File: config.mk
export PLATFORM = sky130hd
export DESIGN_NAME = forwarding_hazard_unit
export DESIGN_NICKNAME = d
export VERILOG_FILES = /design/src/rtl/forwarding_pkg.sv /design/src/rtl/forwarding_hazard_unit_fwd_select.sv /design/src/rtl/forwarding_hazard_unit.sv
export SDC_FILE = /design/constraint.sdc
export NUM_CORES = 1
export LEC_CHECK = 0
export ABC_AREA = 1
export BUFFER_PORTS_ARGS = -buffer_cell sky130_fd_sc_hd__buf_2
export CAP_MARGIN = 20
export CORE_MARGIN = 1.5
export CORE_UTILIZATION = 40
export DETAILED_ROUTE_END_ITERATION = 16
export GPL_TIMING_DRIVEN = 0
export PLACE_DENSITY = 0.69
export SYNTH_ARGS = -nofsm -noshare
export SYNTH_HDL_FRONTEND = slang
export SYNTH_SLANG_ARGS = --single-unit
File: constraint.sdc
create_clock -name clk -period 3.4 [get_ports clk]
set_clock_uncertainty 0.2 [all_clocks]
set_input_delay 0.51 -clock clk [delete_from_list [all_inputs] [get_ports clk]]
set_output_delay 0.51 -clock clk [all_outputs]
set_load 0.005 [all_outputs]
File: src/rtl/forwarding_pkg.sv
// Shared definitions for the EX-stage forwarding muxes and the forwarding/hazard unit.
// Holds the select encoding, the register-number width and the pipeline slot record.
// Pure declarations: no logic, no latency.
package forwarding_pkg;

  localparam int REG_W = 5;

  localparam logic [1:0] FWD_ORIGINAL = 2'b00;  // register-file data
  localparam logic [1:0] FWD_MEM      = 2'b01;  // Write_Data_WB
  localparam logic [1:0] FWD_EX       = 2'b10;  // ALU_Result_MEM

  // Shadow of an in-flight instruction's destination; wr is only ever 1 for dest != 0.
  typedef struct packed {
    logic [REG_W-1:0] dest;
    logic             wr;
    logic             ld;
  } slot_t;

endpackage

File: src/rtl/forwarding_hazard_unit_fwd_select.sv
// Priority compare of one source operand against the EX and MEM producer slots.
// Purely combinational, zero latency.
// No flow control; the caller decides when the result is registered.
module fwd_select
  import forwarding_pkg::*;
(
  input  logic [REG_W-1:0] src,
  input  logic             used,
  input  slot_t            ex_slot,
  input  slot_t            mem_slot,
  output logic [1:0]       sel
);

  // EX slot is checked first because it holds the youngest producer.
  always_comb begin
    sel = FWD_ORIGINAL;
    if (used && (src != '0) && ex_slot.wr && (ex_slot.dest == src)) begin
      sel = FWD_EX;
    end else if (used && (src != '0) && mem_slot.wr && (mem_slot.dest == src)) begin
      sel = FWD_MEM;
    end
  end

endmodule

File: src/rtl/forwarding_hazard_unit.sv
// Forward_A/B select generation (decided in ID, registered into EX) and load-use stall detection.
// Selects valid one edge after the consumer leaves ID; Stall_ID is combinational.
// Hold freezes all state; a stall or flush inserts a bubble into the EX slot.
module forwarding_hazard_unit #(
  parameter int REG_W = 5,
  parameter int CNT_W = 16
) (
  input  logic             clk,
  input  logic             reset,
  input  logic [REG_W-1:0] Rs_ID,
  input  logic [REG_W-1:0] Rt_ID,
  input  logic             Rs_Used_ID,
  input  logic             Rt_Used_ID,
  input  logic [REG_W-1:0] Write_Reg_ID,
  input  logic             RegWrite_ID,
  input  logic             MemRead_ID,
  input  logic             Flush_ID,
  input  logic             Hold,
  output logic [1:0]       Forward_A,
  output logic [1:0]       Forward_B,
  output logic             Stall_ID,
  output logic [CNT_W-1:0] Stall_Count
);

  import forwarding_pkg::*;

  slot_t            ex_q, ex_d;
  slot_t            mem_q, mem_d;
  logic [1:0]       fwd_a_q, fwd_a_d;
  logic [1:0]       fwd_b_q, fwd_b_d;
  logic [CNT_W-1:0] stall_cnt_q, stall_cnt_d;

  logic [1:0]       sel_a;
  logic [1:0]       sel_b;
  logic             hazard;

  fwd_select u_sel_a (
    .src      (Rs_ID),
    .used     (Rs_Used_ID),
    .ex_slot  (ex_q),
    .mem_slot (mem_q),
    .sel      (sel_a)
  );

  fwd_select u_sel_b (
    .src      (Rt_ID),
    .used     (Rt_Used_ID),
    .ex_slot  (ex_q),
    .mem_slot (mem_q),
    .sel      (sel_b)
  );

  // Load in EX whose result the ID instruction needs; a killed ID instruction never waits.
  always_comb begin
    hazard = ex_q.wr && ex_q.ld &&
             ((Rs_Used_ID && (Rs_ID == ex_q.dest)) ||
              (Rt_Used_ID && (Rt_ID == ex_q.dest)));
    Stall_ID = hazard && !Flush_ID;
  end

  // Next-state: advance slots, register selects, count stalls; everything holds under Hold.
  always_comb begin
    ex_d        = ex_q;
    mem_d       = mem_q;
    fwd_a_d     = fwd_a_q;
    fwd_b_d     = fwd_b_q;
    stall_cnt_d = stall_cnt_q;
    if (!Hold) begin
      mem_d = '{dest: ex_q.dest, wr: ex_q.wr, ld: 1'b0};
      if (Stall_ID || Flush_ID) begin
        ex_d    = '0;
        fwd_a_d = FWD_ORIGINAL;
        fwd_b_d = FWD_ORIGINAL;
      end else begin
        ex_d    = '{dest: Write_Reg_ID,
                    wr:   RegWrite_ID && (Write_Reg_ID != '0),
                    ld:   MemRead_ID};
        fwd_a_d = sel_a;
        fwd_b_d = sel_b;
      end
      if (Stall_ID && (stall_cnt_q != '1)) begin
        stall_cnt_d = stall_cnt_q + 1'b1;
      end
    end
  end

  // State registers with asynchronous clear.
  always_ff @(posedge clk or posedge reset) begin
    if (reset) begin
      ex_q        <= '0;
      mem_q       <= '0;
      fwd_a_q     <= FWD_ORIGINAL;
      fwd_b_q     <= FWD_ORIGINAL;
      stall_cnt_q <= '0;
    end else begin
      ex_q        <= ex_d;
      mem_q       <= mem_d;
      fwd_a_q     <= fwd_a_d;
      fwd_b_q     <= fwd_b_d;
      stall_cnt_q <= stall_cnt_d;
    end
  end

  assign Forward_A   = fwd_a_q;
  assign Forward_B   = fwd_b_q;
  assign Stall_Count = stall_cnt_q;

endmodule

## After elaboration in Yosys (flattened, before gate mapping)

Cells that the tools add are included.

| word-level totals | value |
|---|---|
| bits in registers | 33 |
| RAM bits | 0 |
| latch bits | 0 |
| ROM bits | 0 |
| memories | 0 |

| cells by class | value |
|---|---|
| reductions and logical operators | 24 |
| $lt $le $gt $ge | 0 |
| bitwise gates (word level) | 1 |
| $mul | 0 |
| shift-type cells | 0 |
| eq/ne operators | 7 |
| add/sub/neg operators | 1 |
| muxes and demuxes | 7 |
| div/mod/pow operators | 0 |

Operators by type and width:

| cell | number |
|---|---|
| 5-bit == test | 6 |
| 1-bit logical AND | 17 |
| 16-bit by 1-bit adder with 16-bit output (second input constant) | 1 |
| 16-bit inequality test (second input constant) | 1 |
| 5-bit nonzero test | 3 |
| 2-bit two-way mux | 4 |
| 7-bit two-way mux | 1 |
| 1-bit logical OR | 2 |
| 1-bit two-way mux | 2 |
| 2-bit AND reduction | 1 |
| 1-bit logical NOT | 1 |
| 1-bit NOT | 1 |

## Depth between registers and ports, before layout

Gate-level depths: netlist of run 1.

| logic depth | value |
|---|---|
| depth in word-level cells | 7 |
| depth in mapped cells | 10 |
| depth with buffers taken out | 10 |

## By module

From an unflattened synthesis of run 1, not the netlist that was laid out.

| unflattened totals | value |
|---|---|
| cell total of the unflattened synthesis | 380 |
| area total of the unflattened synthesis | 2514.9 um^2 |

By module, submodules not included:

| module | seq. area each (um^2) | area each (um^2) | cells an instance | times used |
|---|---|---|---|---|
| forwarding_hazard_unit | 825.8 | 2067.0 | 274 | 1 |
| fwd_select | 0.0 | 224.0 | 53 | 2 |

## Worst setup path after synthesis of run 1

OpenSTA, ideal clock, no wires.

| timing | value |
|---|---|
| path type | input -> output |
| start point | input Rt_ID[3] |
| end point | output Stall_ID |
| setup slack | 1.438 ns |
| data required time | 2.690 ns |
| arrival | 1.252 ns |
| stages on the path | 8 |
| buffers on the path | 0 |
| cells stage by stage | inv_1 nand2_1 nand2_1 nor2_2 nand4_2 nand2_4 nand3_4 inv_1 |

| on the way | value |
|---|---|
| longest elaborated chain between the ends | 5 |

Ends and longest elaborated chain:

| element | RTL line | RTL |
|---|---|---|
| start: declaration | forwarding_hazard_unit.sv:11 | `input logic [REG_W-1:0] Rt_ID,` |
| 5-bit == test | forwarding_hazard_unit.sv:57 | `(Rt_Used_ID && (Rt_ID == ex_q.dest)));` |
| 1-bit logical AND | forwarding_hazard_unit.sv:57 |  |
| 1-bit logical OR | forwarding_hazard_unit.sv:56 | `((Rs_Used_ID && (Rs_ID == ex_q.dest)) \|\|` |
| 1-bit logical AND | forwarding_hazard_unit.sv:55 | `hazard = ex_q.wr && ex_q.ld &&` |
| 1-bit logical AND | forwarding_hazard_unit.sv:58 | `Stall_ID = hazard && !Flush_ID;` |
| end: declaration | forwarding_hazard_unit.sv:21 | `output logic Stall_ID,` |

No other way between the ends.

## Worst setup path in the final report of run 1

| timing | value |
|---|---|
| start point | register ex_q[2] in the netlist's numbering |
| end point | output Stall_ID |

| on the way | value |
|---|---|
| longest elaborated chain between the ends | 5 |

Ends and longest elaborated chain:

| element | RTL line | RTL |
|---|---|---|
| start: declaration | forwarding_hazard_unit.sv:27 | `slot_t ex_q, ex_d;` |
| start signal: assignment | forwarding_hazard_unit.sv:90 | `ex_q <= '0;` |
| start signal: assignment | forwarding_hazard_unit.sv:96 | `ex_q <= ex_d;` |
| 5-bit == test, on equally long branches | forwarding_hazard_unit.sv:56, forwarding_hazard_unit.sv:57 |  |
| 1-bit logical AND, on equally long branches | forwarding_hazard_unit.sv:56, forwarding_hazard_unit.sv:57 |  |
| 1-bit logical OR * | forwarding_hazard_unit.sv:56 |  |
| 1-bit logical AND * | forwarding_hazard_unit.sv:55 |  |
| 1-bit logical AND * | forwarding_hazard_unit.sv:58 |  |

Every way passes the cells marked *; elsewhere a longest branch is shown, timed or not.

==> results.json, run 1 <==
{
  "status": "finished clean",
  "timing.fmax_ghz": 0.4212,
  "vdd_drop_max_uv": 231.4,
  "grt_max_degree": 18,
  "powerDensity_nw_per_um2": 355.7,
  "worstPathCellList": "inv_2 > nand2_1 > nand2_1 > nor2_1 > nand4_2 > nand2_4 > nand3_4 > inv_1 > buf_2",
  "seqCellArea_sq_um": 825.8,
  "critPathTopFamily": "simple AND/OR/NAND/NOR gates",
  "multi_input_comb_area_sq_um": 1117,
  "setup_slack_ns": 1.026,
  "p_leak_uw": 0.001433,
  "startpoint_type": "flop",
  "start_util_pct": 41.80,
  "routed_wirelength_um": 5306,
  "synth.avg_cell_area_sq_um": 7.183,
  "cts_tree": "built",
  "routedLengthMet1_um": 2461,
  "n_antenna_cell": 0,
  "dieArea_sq_um": 5855,
  "yosysUniqueCellTypes": 29,
  "overflow": 0,
  "fin_nets": 376,
  "fillers": 530,
  "path_depth": 9,
  "cts_sinks": 33,
  "grt_usage_pct": 19.99,
  "grt_pass1_wl_um": 9356,
  "p_total_uw": 928.0,
  "hold_violations": 0,
  "wl_met2_um": 2553,
  "cts_buffer_depth": 2,
  "vias": 2093,
  "r2r_cells": 8,
  "worstSetupPathType": "flop to output port",
  "rsz0062_at_grt": "false",
  "cp_max_fo": 6,
  "worstReg2RegStart": "Stall_Count[0]$_DFFE_PP0P_",
  "fp.dieW_um": 76.52,
  "max_cap_viol_count": 0,
  "synth_nets": 325,
  "via_per_inst": 4.948,
  "fin_crit_sh_pct": 69.83,
  "mostFrequentLayoutCell": "nand2_1",
  "postSynthCellCount": 301,
  "area_growth_pct": 20.66,
  "wl_per_cell_um": 12.54,
  "cts_inserted_buffers": 5,
  "reg2reg_to": "Stall_Count[2]$_DFFE_PP0P_",
  "crit_start": "ex_q[2]$_DFFE_PP0N_",
  "io_buffers": 43,
  "final_cell_mix": "nand2_1 (76), inv_1 (48), buf_2 (44), nand3_1 (35), dfrtp_1 (33)",
  "ant_nets": 0,
  "first_pass_iters": 6,
  "max_slew_margin_pct": 48.78,
  "syn_area_sq_um": 2162,
  "wl_met3_um": 252,
  "critPathArrivalTime_ns": 1.66,
  "clk_latency_ns": 0.29,
  "drtIter0Drc": 117,
  "crit_top_cell": "nand2_1",
  "max_stage_delay_ns": 0.37,
  "final.setup.tns_ns": 0,
  "core_sq_um": 5172,
  "hold_buffers": 0,
  "post-route-min-period_ns": 2.374,
  "drive_gt1_share_pct": 18.70,
  "crit_path_end_kind": "output port",
  "h-tree-depth": 2,
  "crit_end": "Stall_ID",
  "grt_antenna_before_repair": 0,
  "cts.clk_slew.worst_paths_ns": 0.07,
  "drc": 0,
  "std_cell_rows": 26,
  "seq_area_frac_synth_pct": 38.19,
  "ctsResizeCount": 0,
  "maxSlewViolCount": 0,
  "worstHoldPathType": "primary input to asynchronous set/reset pin",
  "synth-seq-cells": 33,
  "pre_cts_slack_ns": 1.072,
  "reg2reg_slack_ns": 1.51,
  "die_h_um": 76.52,
  "worst_pin_slew_ns": 0.7675,
  "cp_slowest_cell": "dfrtp_1",
  "crit_buf_inv": 3,
  "root_buffer": "clkbuf_8",
  "postCtsSetupBuffers": 0,
  "yosysWarnings": 0,
  "setup_viol": 0,
  "cp.required_ns": 2.69,
  "gp_congestion": 0.9197,
  "ioPinCount": 44,
  "highest_layer": "met4",
  "grt_pass1_vias": 2123,
  "hpwl_um": 4095
}
[worst reg2reg max path: cells and delay by family, from the launching register on]
family        cells  cell delay (ns)
flops             1             0.41
fa+ha+maj         1             0.18
simple gates      5             0.70
buf+inv           2             0.28
[metal layers]
metal	up-vias	track usage, %
li1	1064	-
met1	978	25.02
met2	46	34.46
met3	5	4.910
met4	0	5.000
met5	-	0
[synthesized netlist by cell type (all sizes together)]
cell type	count	area share (%)
ha	1	0.58
nand2	77	14
inv	52	9.0
nand3	36	8.9
o22ai	1	0.29
a21oi	2	0.64
dfrtp	33	38
o2111ai	1	0.41
clkbuf	3	0.52
clkinv	1	0.17
o21bai	16	5.6
o21ai	17	3.9
nor2	28	6.2
xnor2	6	2.4
buf	2	0.40
nand4	10	4.2
nor3	7	1.6
xor2	8	3.2
[registers in the layout, summed over array words and instances (netlist names)]
| signal | cells |
|---|---|
| Forward_A | 2 |
| Forward_B | 2 |
| Stall_Count | 16 |
| ex_q | 7 |
| mem_q | 6 |
[area by class of cell]
type	instances	share of cell area [%]
Sequential cell	33	31.65
Multi-Input combinational cell	210	42.83
Clock inverter	1	1.151
Inverter	53	7.626
Buffer	5	0.7674
Clock buffer	7	3.309
Timing Repair Buffer	44	9.305
Tap cell	70	3.357
[kinds of logic (layout without fill, tap and decap cells)]
logic type | Yosys count | count (layout) | synth area share (%)
and+or+nand+nor | 158 | 158 | 34.61
buffers and inverters | 58 | 110 | 10.13
xor gates and xnor gates | 14 | 14 | 5.671
DFF | 33 | 33 | 38.19
adders and majority gates | 1 | 1 | 0.5786
AOI/OAI and AO/OA | 37 | 37 | 10.82
[power by group]
| group | internal (uW) | total [uW] | switching, uW | leakage, uW |
|---|---|---|---|---|
| Combinational | 43.9 | 119 | 74.6 | 0.00101 |
| Sequential | 407 | 420 | 13.9 | 0.000365 |
| Clock | 239 | 389 | 150 | 0.0000585 |
[how the worst min path moves through the flow]
stage / to / startpoint / slack, ns
2_1_floorplan: mem_q[1]$_DFFE_PP0N_ / mem_q[1]$_DFFE_PP0N_ / 0.25
5_1_grt: Stall_Count[8]$_DFFE_PP0P_ / reset / 0.22
3_5_place_dp: Forward_A[1]$_DFFE_PP0N_ / Forward_A[1]$_DFFE_PP0N_ / 0.27
3_3_place_gp: Forward_B[0]$_DFFE_PP0N_ / Forward_B[0]$_DFFE_PP0N_ / 0.26
6_report: Stall_Count[8]$_DFFE_PP0P_ / reset / 0.15
4_1_cts: Stall_Count[6]$_DFFE_PP0P_ / reset / 0.16
[per-stage QoR]
stage | hold WS [ns] | instances | utilization, % | instance area, sq um
global route | 0.2180 | 423 | 50.44 | 2609
CTS | 0.1622 | 423 | 50.44 | 2609
detailed placement | 0.2700 | 415 | 48.19 | 2492
floorplan | 0.2530 | 301 | - | 2162
global placement | 0.2628 | 414 | 47.65 | 2465
finish | 0.1467 | 423 | 50.44 | 2609
Note: power is estimated with default switching activity, not from simulation.
==> inputs of run 2 (changes only) <==
--- a/config.mk
+++ b/config.mk
@@ -12,7 +12,7 @@
 export CORE_UTILIZATION = 40
 export DETAILED_ROUTE_END_ITERATION = 16
 export GPL_TIMING_DRIVEN = 0
-export PLACE_DENSITY = 0.69
+export PLACE_DENSITY = 0.72
 export SYNTH_ARGS = -nofsm -noshare
 export SYNTH_HDL_FRONTEND = slang
 export SYNTH_SLANG_ARGS = --single-unit
==> constraint.sdc (replaced) <==
create_clock -name clk -period 2.1 [get_ports clk]
set_clock_uncertainty 0.2 [all_clocks]
set_input_delay 0.315 -clock clk [delete_from_list [all_inputs] [get_ports clk]]
set_output_delay 0.315 -clock clk [all_outputs]
set_load 0.005 [all_outputs]
==> results.json, run 2 (synthesized netlist as in run 1, its figures left out) <==
{
  "p_total_uw": 1393,
  "p_sw_share_pct": 29.17,
  "grt_antenna_before_repair": 0,
  "power_switching_uw": 406.4,
  "grt_pass1_vias": 2155,
  "hpwl_um": 4173,
  "post-route-min-period_ns": 2.008,
  "start_util_pct": 41.80,
  "cts_buffer_depth": 2,
  "max_cap_viol_count": 0,
  "cp_max_fo": 3,
  "cts.clk_slew.worst_paths_ns": 0.07,
  "powerDensity_nw_per_um2": 516.2,
  "grt_pass1_wl_um": 9556,
  "setup_viol": 0,
  "gp_congestion": 0.9072,
  "worstHoldPathType": "primary input to flop",
  "ant_nets": 0,
  "clk_latency_ns": 0.29,
  "mostFrequentLayoutCell": "nand2_1",
  "grt_usage_pct": 20.36,
  "ioPinCount": 44,
  "routed_wirelength_um": 5632,
  "hold_ws_ns": 0.07658,
  "worstSetupPathType": "flop to output port",
  "power.share.combinational_pct": 17.2,
  "critPathArrivalTime_ns": 1.49,
  "pwr-share-clk_pct": 33.8,
  "std_cell_rows": 26,
  "overflow": 0,
  "fin_crit_sh_pct": 95.60,
  "drtIter0Drc": 101,
  "drive_gt1_share_pct": 22.80,
  "worst_pin_slew_ns": 0.4797,
  "sequentialPowerShare_pct": 49.0,
  "area_growth_pct": 24.83,
  "maxSlewViolCount": 0,
  "p_int_uw": 986.7,
  "cts_inserted_buffers": 5,
  "crit_path_end_kind": "output port",
  "root_buffer": "clkbuf_8",
  "max_slew_margin_pct": 67.98,
  "core_sq_um": 5172,
  "timing.fmax_ghz": 0.4981,
  "p_leak_uw": 0.001479,
  "die_h_um": 76.52,
  "vias": 2135,
  "h-tree-depth": 2,
  "status": "finished clean",
  "cts_sinks": 33,
  "postLayoutCoreUtil_pct": 52.18,
  "drc": 0,
  "final_area_sq_um": 2699,
  "final_cell_mix": "nand2_1 (74), inv_1 (47), buf_2 (44), nand3_1 (35), dfrtp_1 (33)",
  "cts_tree": "built",
  "wl_per_cell_um": 12.98,
  "n_antenna_cell": 0,
  "dieArea_sq_um": 5855,
  "first_pass_iters": 4,
  "startpoint_type": "flop",
  "cp.required_ns": 1.58,
  "vdd_drop_max_uv": 311.6,
  "io_buffers": 43,
  "fillers": 526,
  "largest_register_ffs": 16,
  "fp.dieW_um": 76.52,
  "grt_max_degree": 25,
  "via_per_inst": 4.919,
  "hold_violations": 0,
  "place_area_sq_um": 2492,
  "fin_nets": 387
}
==> run 2: changes by cell type in the layout (fill, tap and decap cells not counted), sizes merged <==
cell         delta
clkinv          +2
buf            +10
clkbuf          -1
bufinv          -1
dlygate4sd3     +1
==> run 2: layout make-up <==
type	instances	area [sq um]	share of cell area [%]
multi-input combinational	210	1156	42.84
sequential	33	825.8	30.60
timing repair buffer	55	327.8	12.15
inverter	53	198.9	7.371
tap	70	87.58	3.245
clock buffer	6	72.57	2.689
buffer	5	20.02	0.7418
clock inverter	2	10.01	0.3709
==> run 2: power by group through the flow <==
| stage | Sequential, uW | Clock, uW | Combinational (uW) |
|---|---|---|---|
| finish | 682 | 471 | 240 |
| global route | 685 | 504 | 267 |
| detailed placement | 693 | 0 | 195 |
| floorplan | 688 | 0 | 126 |
| global placement | 693 | 0 | 183 |
| CTS | 681 | 477 | 218 |
==> run 2: final timing paths <==
check	from	to	slack [ns]	cells after the start
setup / recovery	ex_q[3]$_DFFE_PP0N_	Stall_ID	0.09	9
hold / removal	Write_Reg_ID[2]	ex_q[4]$_DFFE_PP0N_	0.08	3
setup reg to reg	ex_q[4]$_DFFE_PP0N_	Forward_A[0]$_DFFE_PP0N_	0.16	12
hold reg to reg	Forward_A[0]$_DFFE_PP0N_	Forward_A[0]$_DFFE_PP0N_	0.28	2
max in group asynchronous	reset	Stall_Count[13]$_DFFE_PP0P_	0.84	4
min in group asynchronous	reset	Stall_Count[1]$_DFFE_PP0P_	0.38	3
==> run 2: timing repair <==
item,in CTS,in global routing
endpoints found under the hold margin,9,0
pin swaps,3,9
setup buffers,7,3
resized for setup,2,8
setup endpoints to repair,1,5
hold buffers,1,0
==> run 2: stage by stage <==
stage | instances | worst slack [ns] | setup TNS, ns
2_1_floorplan | 301 | 0.4536 | 0
3_3_place_gp | 414 | 0.1968 | 0
3_5_place_dp | 415 | 0.1281 | 0
4_1_cts | 431 | 0.01973 | 0
5_1_grt | 434 | -0.02215 | -0.03808
6_report | 434 | 0.09246 | 0
==> run 2: per-layer routing <==
metal / vias to the layer above / wire length, um / part of all wire (%) / global-route usage (%)
met4: 0 / 67 / 1.2 / 6.481
met2: 54 / 2816 / 50 / 35.89
met5: - / 0 / 0 / 0
li1: 1085 / - / - / -
met3: 8 / 249 / 4.4 / 4.551
met1: 988 / 2499 / 44 / 24.51
==> run 2: worst max-delay path, stage by stage (launching register included) <==
cell and delay [ns]:
dfrtp_1 0.39, inv_2 0.06, nand2_1 0.07, nand2_2 0.07, nor2_4 0.17, nand4_4 0.12, nand2_4 0.10, nand3_4 0.06
inv_1 0.06, buf_2 0.10
==> inputs of run 3 (changes only) <==
--- a/config.mk
+++ b/config.mk
@@ -5,14 +5,14 @@
 export SDC_FILE = /design/constraint.sdc
 export NUM_CORES = 1
 export LEC_CHECK = 0
-export ABC_AREA = 1
 export BUFFER_PORTS_ARGS = -buffer_cell sky130_fd_sc_hd__buf_2
 export CAP_MARGIN = 20
 export CORE_MARGIN = 1.5
-export CORE_UTILIZATION = 40
+export CORE_UTILIZATION = 45
 export DETAILED_ROUTE_END_ITERATION = 16
 export GPL_TIMING_DRIVEN = 0
-export PLACE_DENSITY = 0.72
+export PLACE_DENSITY = 0.8
 export SYNTH_ARGS = -nofsm -noshare
 export SYNTH_HDL_FRONTEND = slang
+export SYNTH_HIERARCHICAL = 1
 export SYNTH_SLANG_ARGS = --single-unit
==> results.json, run 3 <==
{
  "overflow": 0,
  "power.share.combinational_pct": 17.6,
  "clk_latency_ns": 0.29,
  "grt_antenna_before_repair": 0,
  "drc": 0,
  "synth_nets": 190,
  "core_sq_um": 3943,
  "largest_register_ffs": 16,
  "wl_per_cell_um": 15.87,
  "hold_violations": 0,
  "cts_sinks": 33,
  "via_per_inst": 5.466,
  "cts_tree": "built",
  "first_pass_iters": 4,
  "ioPinCount": 44,
  "area_growth_pct": 36.75,
  "p_int_uw": 1010,
  "mostFrequentLayoutCell": "buf_2",
  "yosysWarnings": 6,
  "drive_gt1_share_pct": 46.28,
  "maxSlewViolCount": 0,
  "violations": "negative setup slack",
  "rsz0062_at_grt": "true",
  "n_antenna_cell": 0,
  "worstReg2RegStart": "Stall_Count[1]$_DFFE_PP0P_",
  "gp_congestion": 0.8910,
  "cp.required_ns": 2.07,
  "fin_nets": 267,
  "start_util_pct": 46.46,
  "grt_max_degree": 20,
  "root_buffer": "clkbuf_8",
  "crit_start": "Stall_Count[1]$_DFFE_PP0P_",
  "hpwl_um": 3041,
  "p_leak_uw": 0.001216,
  "worstHoldPathType": "primary input to flop",
  "sequentialPowerShare_pct": 50.4,
  "die_h_um": 66.80,
  "powerDensity_nw_per_um2": 549.5,
  "fp.dieW_um": 66.80,
  "grt_pass1_wl_um": 7320,
  "critPathArrivalTime_ns": 2.12,
  "postSynthCellCount": 166,
  "cts_buffer_depth": 2,
  "power_switching_uw": 366.3,
  "hold_ws_ns": 0.03885,
  "setup_slack_ns": -0.05163,
  "ant_nets": 0,
  "startpoint_type": "flop",
  "max_slew_margin_pct": 55.90,
  "setup_viol": 13,
  "timing.fmax_ghz": 0.4648,
  "max_cap_viol_count": 0,
  "hold_start": "MemRead_ID",
  "pwr-share-clk_pct": 32.1,
  "status": "finished, violations left",
  "p_sw_share_pct": 26.62,
  "fin_crit_sh_pct": 102.5,
  "cts.clk_slew.worst_paths_ns": 0.07,
  "synth.avg_cell_area_sq_um": 11.03,
  "worstSetupPathType": "flop to flop",
  "vdd_drop_max_uv": 336.5,
  "routed_wirelength_um": 4633,
  "vias": 1596,
  "crit_path_end_kind": "flop",
  "final_cell_mix": "buf_2 (43), dfrtp_1 (28), buf_4 (24), xor2_1 (21), xnor2_1 (20)",
  "grt_pass1_vias": 1565,
  "post-route-min-period_ns": 2.152,
  "dieArea_sq_um": 4462,
  "worst_pin_slew_ns": 0.6608,
  "cp_max_fo": 6,
  "io_buffers": 42,
  "h-tree-depth": 2,
  "drtIter0Drc": 100,
  "grt_usage_pct": 22.15,
  "std_cell_rows": 23,
  "syn_area_sq_um": 1832,
  "cts_inserted_buffers": 5,
  "pre_cts_slack_ns": -0.1053
}
## run 3: cell types whose count changed in the layout (fill, tap and decap cells not counted), sizes merged, moves of 10 or more
cell,change
xnor2,+18
nor2,-24
nand3,-29
o21bai,-16
nand2,-70
a22o,+10
xor2,+13
buf,+17
inv,-49
o21ai,-14
## run 3: power groups by stage
stage | sequential, uW | clock (uW) | combinational, uW
after floorplan | 699 | 0 | 121
after global placement | 708 | 0 | 172
after detailed placement | 710 | 0 | 184
after CTS | 692 | 450 | 213
after global routing | 696 | 485 | 261
final | 693 | 441 | 242
## run 3: what timing repair did
action / CTS / global route
buffers inserted: 12 / 13
gates resized for setup: 8 / 16
endpoints found under the hold margin: 14 / 0
gates cloned: 0 / 1
endpoints found under the setup margin: 12 / 24
pin swaps: 3 / 10
hold buffers: 1 / 0
## run 3: worst max-delay path, stage by stage, from the launching register on
cell and delay, ns:
dfrtp_1 0.37, ha_2 0.18, and3_4 0.18, or3b_4 0.42, o21ai_4 0.28, buf_6 0.14, buf_4 0.09, nor3b_1 0.05
xnor2_1 0.13
## run 3: path summary, 6_finish.rpt
| kind | endpoint | slack, ns | depth (start not counted) |
|---|---|---|---|
| worst max register to register | Stall_Count[4]$_DFFE_PP0P_ | -0.05 | 8 |
| worst max-delay path | Stall_Count[4]$_DFFE_PP0P_ | -0.05 | 8 |
| max in group asynchronous | Stall_Count[12]$_DFFE_PP0P_ | 0.71 | 4 |
| worst min-delay path | ex_q[0]$_DFFE_PP0N_ | 0.04 | 2 |
| min in group asynchronous | Stall_Count[15]$_DFFE_PP0P_ | 0.47 | 3 |
| worst min register to register | Stall_Count[10]$_DFFE_PP0P_ | 0.29 | 1 |
## run 3: through the flow
step | cell area [sq um] | utilization [%] | TNS [ns] | total power (uW) | cells
6_report | 2505 | 63.54 | -0.2946 | 1376 | 292
5_1_grt | 2505 | 63.54 | -1.643 | 1443 | 292
4_1_cts | 2320 | 58.84 | -0.02292 | 1355 | 278
3_5_place_dp | 2132 | 54.08 | -0.9063 | 893.3 | 259
3_3_place_gp | 2105 | 53.38 | -0.7826 | 879.8 | 258
2_1_floorplan | 1832 | - | 0 | 820.6 | 166
## run 3: layout make-up
type,instances,area [sq um]
fillers,309,1438
multi-input cells,124,1036
flip-flops and latches,33,832.0
repair buffers,70,450.4
clock buffers,5,68.82
well taps,50,62.56
plain buffers,6,38.79
inverters,3,11.26
clock inverters,1,5.005
## run 3: metal layers
layer	track usage [%]	vias to the layer above	share of wire, %	wire [um]
met1	26.81	760	41	1886
met5	0	-	0	0
met3	5.912	17	6.5	302
met4	8.418	0	2.4	109
met2	37.50	71	50	2335
li1	-	748	-	-
